**config.mk**
```make
export PLATFORM = sky130hd
export DESIGN_NAME = mem_sram_ctrl
export DESIGN_NICKNAME = d
export VERILOG_FILES = /design/src/rtl/mem_sram_ctrl.sv
export SDC_FILE = /design/constraint.sdc
export NUM_CORES = 1
export LEC_CHECK = 0
export CAP_MARGIN = 20
export CELL_PAD_IN_SITES_DETAIL_PLACEMENT = 1
export CELL_PAD_IN_SITES_GLOBAL_PLACEMENT = 2
export CORE_UTILIZATION = 29
export CTS_BUF_LIST = sky130_fd_sc_hd__clkbuf_4 sky130_fd_sc_hd__clkbuf_8
export CTS_CLUSTER_DIAMETER = 200
export DETAILED_ROUTE_END_ITERATION = 12
export GPL_TIMING_DRIVEN = 1
export HOLD_SLACK_MARGIN = 0.1
export PLACE_DENSITY = 0.84
export SLEW_MARGIN = 30
export SYNTH_ARGS = -nofsm -noshare
export SYNTH_HDL_FRONTEND = slang
export SYNTH_SLANG_ARGS = --single-unit
```
**constraint.sdc**
```tcl
create_clock -name clk -period 3.5 [get_ports clk]
set_clock_uncertainty 0.05 [all_clocks]
set_input_delay 0.35 -clock clk [delete_from_list [all_inputs] [get_ports clk]]
set_output_delay 0.35 -clock clk [all_outputs]
set_load 0.1 [all_outputs]
```
**src/rtl/mem_sram_ctrl.sv**
```systemverilog
// Memory-stage data controller: each 32-bit access runs as two 16-bit SRAM phases (LO, HI).
// Define MEMCTRL_LAST_WORD_EN to add a one-word last-access cache that answers repeat reads in IDLE.
module mem_sram_ctrl #(
  parameter int ADDR_BASE    = 1024,
  parameter int SRAM_AW      = 18,
  parameter int PHASE_CYCLES = 2
) (
  input  logic               clk,
  input  logic               rst,
  input  logic               mem_r_en,
  input  logic               mem_w_en,
  input  logic [31:0]        alu_res,
  input  logic [31:0]        val_rm,
  output logic [31:0]        rdata,
  output logic               ready,
  output logic [SRAM_AW-1:0] sram_addr,
  output logic [15:0]        sram_dq_out,
  input  logic [15:0]        sram_dq_in,
  output logic               sram_dq_oe,
  output logic               sram_we_n,
  output logic               sram_oe_n
);

  localparam int            CW   = $clog2(PHASE_CYCLES);
  localparam logic [CW-1:0] LAST = CW'(PHASE_CYCLES - 1);

  typedef enum logic [1:0] {IDLE = 2'd0, LO = 2'd1, HI = 2'd2, DONE = 2'd3} state_t;

  state_t        state_r, state_s;
  logic [CW-1:0] cnt_r, cnt_s;
  logic [29:0]   word_r;
  logic          wr_r;
  logic [31:0]   wdata_r;
  logic [31:0]   rdata_r;

  logic          req_s, start_s, hit_s;
  logic [31:0]   offs_s, hit_data_s, cur_data_s;
  logic [29:0]   in_word_s, cur_word_s;
  logic          cur_wr_s;
  logic [30:0]   half_s;
  logic [15:0]   phase_data_s;
  logic          unused_bits_s;

  assign req_s         = mem_r_en | mem_w_en;
  assign offs_s        = alu_res - 32'(ADDR_BASE);
  assign in_word_s     = offs_s[31:2];
  assign start_s       = (state_r == IDLE) & req_s & ~hit_s;
  assign unused_bits_s = ^{offs_s[1:0], half_s[30:SRAM_AW]};

`ifdef MEMCTRL_LAST_WORD_EN
  logic        cache_valid_r;
  logic [29:0] cache_tag_r;
  logic [31:0] cache_data_r;

  // Last-access cache, refreshed as every access completes
  always_ff @(posedge clk or posedge rst) begin
    if (rst) begin
      cache_valid_r <= 1'b0;
      cache_tag_r   <= 30'd0;
      cache_data_r  <= 32'd0;
    end else if (state_r == DONE) begin
      cache_valid_r <= 1'b1;
      cache_tag_r   <= word_r;
      cache_data_r  <= wr_r ? wdata_r : rdata_r;
    end else begin
      cache_valid_r <= cache_valid_r;
    end
  end

  assign hit_s      = (state_r == IDLE) & mem_r_en & ~mem_w_en & cache_valid_r
                      & (cache_tag_r == in_word_s);
  assign hit_data_s = cache_data_r;
`else
  assign hit_s      = 1'b0;
  assign hit_data_s = 32'd0;
`endif

  assign ready = (state_r == DONE) | ((state_r == IDLE) & ~req_s) | hit_s;
  assign rdata = hit_s ? hit_data_s : rdata_r;

  // Operand source: live inputs while starting from IDLE, captured copies afterwards
  always_comb begin
    cur_word_s = word_r;
    cur_wr_s   = wr_r;
    cur_data_s = wdata_r;
    if (state_r == IDLE) begin
      cur_word_s = in_word_s;
      cur_wr_s   = mem_w_en;
      cur_data_s = val_rm;
    end else begin
      cur_word_s = word_r;
    end
    half_s       = {cur_word_s, (state_s == HI)};
    phase_data_s = (state_s == HI) ? cur_data_s[31:16] : cur_data_s[15:0];
  end

  // Next-state and phase counter
  always_comb begin
    state_s = state_r;
    cnt_s   = cnt_r;
    case (state_r)
      IDLE: begin
        cnt_s = {CW{1'b0}};
        if (start_s) state_s = LO;
        else         state_s = IDLE;
      end
      LO: begin
        if (cnt_r == LAST) begin
          state_s = HI;
          cnt_s   = {CW{1'b0}};
        end else begin
          cnt_s = cnt_r + 1'b1;
        end
      end
      HI: begin
        if (cnt_r == LAST) begin
          state_s = DONE;
          cnt_s   = {CW{1'b0}};
        end else begin
          cnt_s = cnt_r + 1'b1;
        end
      end
      DONE: begin
        state_s = IDLE;
        cnt_s   = {CW{1'b0}};
      end
      default: begin
        state_s = IDLE;
        cnt_s   = {CW{1'b0}};
      end
    endcase
  end

  // State, counter and operand capture
  always_ff @(posedge clk or posedge rst) begin
    if (rst) begin
      state_r <= IDLE;
      cnt_r   <= {CW{1'b0}};
      word_r  <= 30'd0;
      wr_r    <= 1'b0;
      wdata_r <= 32'd0;
    end else begin
      state_r <= state_s;
      cnt_r   <= cnt_s;
      if (start_s) begin
        word_r  <= in_word_s;
        wr_r    <= mem_w_en;
        wdata_r <= val_rm;
      end else begin
        word_r  <= word_r;
      end
    end
  end

  // Load data: each half sampled on the final cycle of its phase
  always_ff @(posedge clk or posedge rst) begin
    if (rst) begin
      rdata_r <= 32'd0;
    end else if (hit_s) begin
      rdata_r <= hit_data_s;
    end else if (!wr_r && cnt_r == LAST && state_r == LO) begin
      rdata_r[15:0] <= sram_dq_in;
    end else if (!wr_r && cnt_r == LAST && state_r == HI) begin
      rdata_r[31:16] <= sram_dq_in;
    end else begin
      rdata_r <= rdata_r;
    end
  end

  // SRAM pins are registered from the next state so they change exactly on phase entry;
  // we_n rises on the last phase cycle while address and data stay put
  always_ff @(posedge clk or posedge rst) begin
    if (rst) begin
      sram_addr   <= {SRAM_AW{1'b0}};
      sram_dq_out <= 16'd0;
      sram_dq_oe  <= 1'b0;
      sram_we_n   <= 1'b1;
      sram_oe_n   <= 1'b1;
    end else if (state_s == LO || state_s == HI) begin
      sram_addr <= half_s[SRAM_AW-1:0];
      if (cur_wr_s) begin
        sram_dq_out <= phase_data_s;
        sram_dq_oe  <= 1'b1;
        sram_we_n   <= (cnt_s == LAST);
        sram_oe_n   <= 1'b1;
      end else begin
        sram_dq_oe  <= 1'b0;
        sram_we_n   <= 1'b1;
        sram_oe_n   <= 1'b0;
      end
    end else begin
      sram_dq_oe <= 1'b0;
      sram_we_n  <= 1'b1;
      sram_oe_n  <= 1'b1;
    end
  end

endmodule

```
# Yosys cells after proc, flatten, opt, wreduce, memory -nomap -nowiden
# Index checks and enable logic that the tools add are counted.
# word_totals
regBits,122
memories,0
inputBits,84
rom_bits,0
latchBits,0
ramBits,0
output_inout_bits,70
# classes
order_cmp,0
n_reduce_logical,10
eq_ne,5
n_addsub,2
n_div,0
shift,0
n_mux,15
multipliers,0
n_bitwise,6
# ops
cell,count
$mux 32,1
$sub 19x11->19 const B,1
$mux 17,1
$mux 16,1
$mux 1,8
$pmux 2 s4,1
$eq 2x2->1 const B,3
$eq 2x1->1 const B,2
$mux 2,2
$reduce_and 2->1,2
$reduce_or 2->1,2
$logic_and 1x1->1,3
$and 1x1->1,2
$logic_not 2->1,1
$not 1->1,2
$or 1x1->1,2
$pmux 1 s2,1
$add 1x1->1 const B,1
$logic_not 1->1,1
$logic_or 1x1->1,1

# Longest topological paths before layout
# logic_depth
ltp_word,7
depth_mapped,12
mapped_depth_nobuf,9

# Worst setup path after synthesis
# No wires, ideal clock.
# synth_timing
path_type,register -> register
start,register state_r[0]
end,register sram_dq_out[10]
stages_incl_launch_ff,13
n_path_buf,5
path_slack_ps,615
arrival_ps,2710
cell_sequence,dfrtp_1 inv_1 ha_1 buf_2 buf_2 buf_4 a211oi_1 nor2_1 ha_1 clkbuf_1 buf_1 mux4_2 mux2_2
# synth_via
elab_chain_len,7
word_cells_on_any_way,16
classes_between,eq/ne (5); mux (7); bitwise (1); reduce/logical (3)
# synth_rtl
item,line_no,text
"start, declared",29,"state_t state_r, state_s;"
"start signal, assigned",143,state_r <= state_s;
$logic_not 2->1,"47, 101",
$and 1x1->1,47,assign start_s = (state_r == IDLE) & req_s & ~hit_s;
$mux 1,104,if (start_s) state_s = LO;
$pmux 2 s4 (*),101,case (state_r)
$eq 2x2->1 (*),-,
named net half_s[0],40,logic [30:0] half_s;
$logic_or 1x1->1,179,end else if (state_s == LO || state_s == HI) begin
$reduce_and 2->1 (no source line),-,
"end signal, assigned",182,sram_dq_out <= phase_data_s;
"end, declared",17,"output logic [15:0] sram_dq_out,"
# Mark *: on every way through the listed nets, which the timed path passes. The rest lies on a longest branch.
# A chain may end at the register's enable or synchronous reset.

# Worst setup path in the final report
# layout_timing
start,register state_r[0]
end,register sram_addr[13]
# layout_via
elab_chain_len,6
word_cells_on_any_way,13
classes_between,eq/ne (5); mux (5); bitwise (1); reduce/logical (2)
# layout_rtl
item,line_no,text
$logic_not 2->1,"47, 86, 101",
$and 1x1->1,47,
$mux 1,104,
$pmux 2 s4,101,
$eq 2x1->1 or $eq 2x2->1 (tied branches),179,
$logic_or 1x1->1,179,
"end signal, assigned",174,sram_addr <= {SRAM_AW{1'b0}};
"end signal, assigned",180,sram_addr <= half_s[SRAM_AW-1:0];
"end, declared",16,"output logic [SRAM_AW-1:0] sram_addr,"
# Parallel ways exist; a longest one is shown, timed or not.

==> metrics.yaml <==
timing:
  setup_viol: 0
  hold_violations: 0
  rsz0062_at_grt: "no"
  slew_headroom: 0.318
  fmax_mhz: 368
  setup-tns-final_ps: 0
  slew_violations: 0
  tightest_slew_ps: 1020
  min_period_ps: 2720
  fin_crit_sh: 0.777
cts:
  ctsHtreeMaxLevel: 4
  cts_tree: "built"
  cts_buffer_depth: 2
  cts.repair.resized: 0
  cts.sinks: 122
  path_clk_slew_ps: 80
  clkLatencyLatePin_ps: 420
  numCtsBuffers: 17
  cts-hold-fix-buffers: 0
  post_cts_buffers: 0
  root_buffer: "clkbuf_8"
floorplan:
  io_pins: 154
  chipHeight_um: 137
  rows: 48
  die_x_um: 137
  start_util: 0.301
  die_area_um2: 18700
  coreArea_um2: 17500
drt:
  drt_iter0_drc: 122
  drc: 0
  drt-total-wl_mm: 13.0
  vias: 3570
  antenna_left: 0
  drt-pass1-iter-count: 4
  avgRoutedWirePerCell_um: 17.4
  viasPerCell: 4.75
min_path:
  hold_class: "in2async"
placed_design:
  dp_hpwl_mm: 8.90
  placement.io_buffers: 138
  gp_congestion: 0.710
synth:
  synth_top_flop_cell: "dfrtp_1"
  synth_area_per_cell_um2: 14.3
  synth_xor_area_frac: 0.0100
  synth_nets: 457
  synth_compound_area_frac: 0.0431
  yosys.area_share.simple: 0.0467
  ys_warn_count: 0
  ys_seq_area_frac: 0.582
  synthMuxAreaShare: 0.280
  synth_fa_ha_area_frac: 0.0143
  synth_top_family_by_area: "multiplexers"
  synth_edf_count: 0
  synthArstFlopShare: 1.00
  syn_area_um2: 5250
  synthCells: 367
  ys_seq_elements: 122
  synth_cell_types: 38
finish:
  layout_common_cells: "clkdlybuf4s50_1 (136), dfrtp_1 (120), mux2_2 (89)"
  synthToLayoutAreaGrowth_pct: 40.4
  num-nets-final: 603
  antennaDiodeCount: 0
  mostFrequentLayoutCell: "clkdlybuf4s50_1"
  layout-drive-gt1-share: 0.302
global_route:
  grt_antenna_before_repair: 0
  gr-total-overflow: 0
  grt_pass1_wl_mm: 21.0
  grt_max_degree: 77
  grt_usage: 0.149
  grt_pass1_vias: 4029
run:
  drv_cap: 0
setup_path:
  cp-end-kind: "register"
  critPathMaxFanout: 36
  start_kind: "register"
  worstPathArrival_ps: 2960
  cp.required_ps: 3740
  crit_type: "reg2reg"
status:
  status: "completed"
## cell usage after synthesis (3+ instances only)
cell type	count	area [um2]
o21ai_0	26	130
dfrtp_1	120	3000
mux2i_1	11	110
nand2_1	24	90.1
buf_2	10	50.1
clkbuf_1	8	30.0
inv_1	7	26.3
a22oi_1	5	37.5
nor2_1	7	26.3
mux4_2	16	360
mux2_2	89	1000
xnor2_1	3	26.3
ha_1	6	75.1
xor2_1	3	26.3
## worst max-delay path, cell delays in order (launching register included)
cell and delay [ps]:
dfrtp_1 400, inv_1 120, ha_2 430, nor2b_1 320, nor2_1 100, ha_2 340
buf_4 330, nor2_1 180, a22oi_1 190, o21ai_0 130
## metrics by stage
| stage | cell area [um2] | util | instances | setup slack [ps] | hold slack [ps] |
|---|---|---|---|---|---|
| 6_report | 7370 | 0.422 | 751 | 779 | 226 |
| 5_1_grt | 7370 | 0.422 | 751 | 546 | 213 |
| 4_1_cts | 7350 | 0.421 | 750 | 737 | 409 |
| 3_5_place_dp | 6920 | 0.396 | 718 | 721 | 420 |
| 3_3_place_gp | 6930 | 0.396 | 718 | 505 | 411 |
| 2_1_floorplan | 5260 | - | 367 | 615 | 395 |
## cells by family after synthesis
| family | Yosys count |
|---|---|
| compound gates | 39 |
| xor+xnor | 6 |
| fa+ha+maj | 6 |
| buf+inv | 28 |
| flops | 122 |
| mux | 116 |
| simple gates | 50 |
## path summary, 6_finish.rpt
check	slack, ps	start	end	cells after the start
min in group clk	430	sram_addr[14]	sram_addr[14]	1
worst min-delay path	230	rst	rdata[30]	2
worst max register to register	780	state_r[0]	sram_addr[13]	9
worst min register to register	430	sram_addr[14]	sram_addr[14]	1
max in group asynchronous	2220	rst	wdata_r[4]	4
worst max-delay path	780	state_r[0]	sram_addr[13]	9
## area by class of cell
cell class	count	area, um2
multi-input combinational	217	2100
inverter	7	30.0
sequential	122	3060
fill	1794	10100
timing repair buffer	148	1470
tap	225	282
clock inverter	13	175
clock buffer	19	255
## sequential cells by signal, indices dropped and copies added (netlist names)
name and cells:
sram_oe_n 1, cnt_r 1, sram_dq_oe 1, sram_we_n 1, state_r 2, word_r 17, sram_dq_out 16, wr_r 1
rdata 32, sram_addr 18, wdata_r 32
## metal layers
layer,routed length [um],global-route usage,up-vias
met2,6730,0.259,77
met1,5560,0.178,1872
met5,0,0,-
met4,138,0.0444,0
li1,-,-,1610
met3,610,0.0448,11
Power is not shown: default switching activity piles up to over one toggle a cycle in this logic, so the estimate is an artifact.
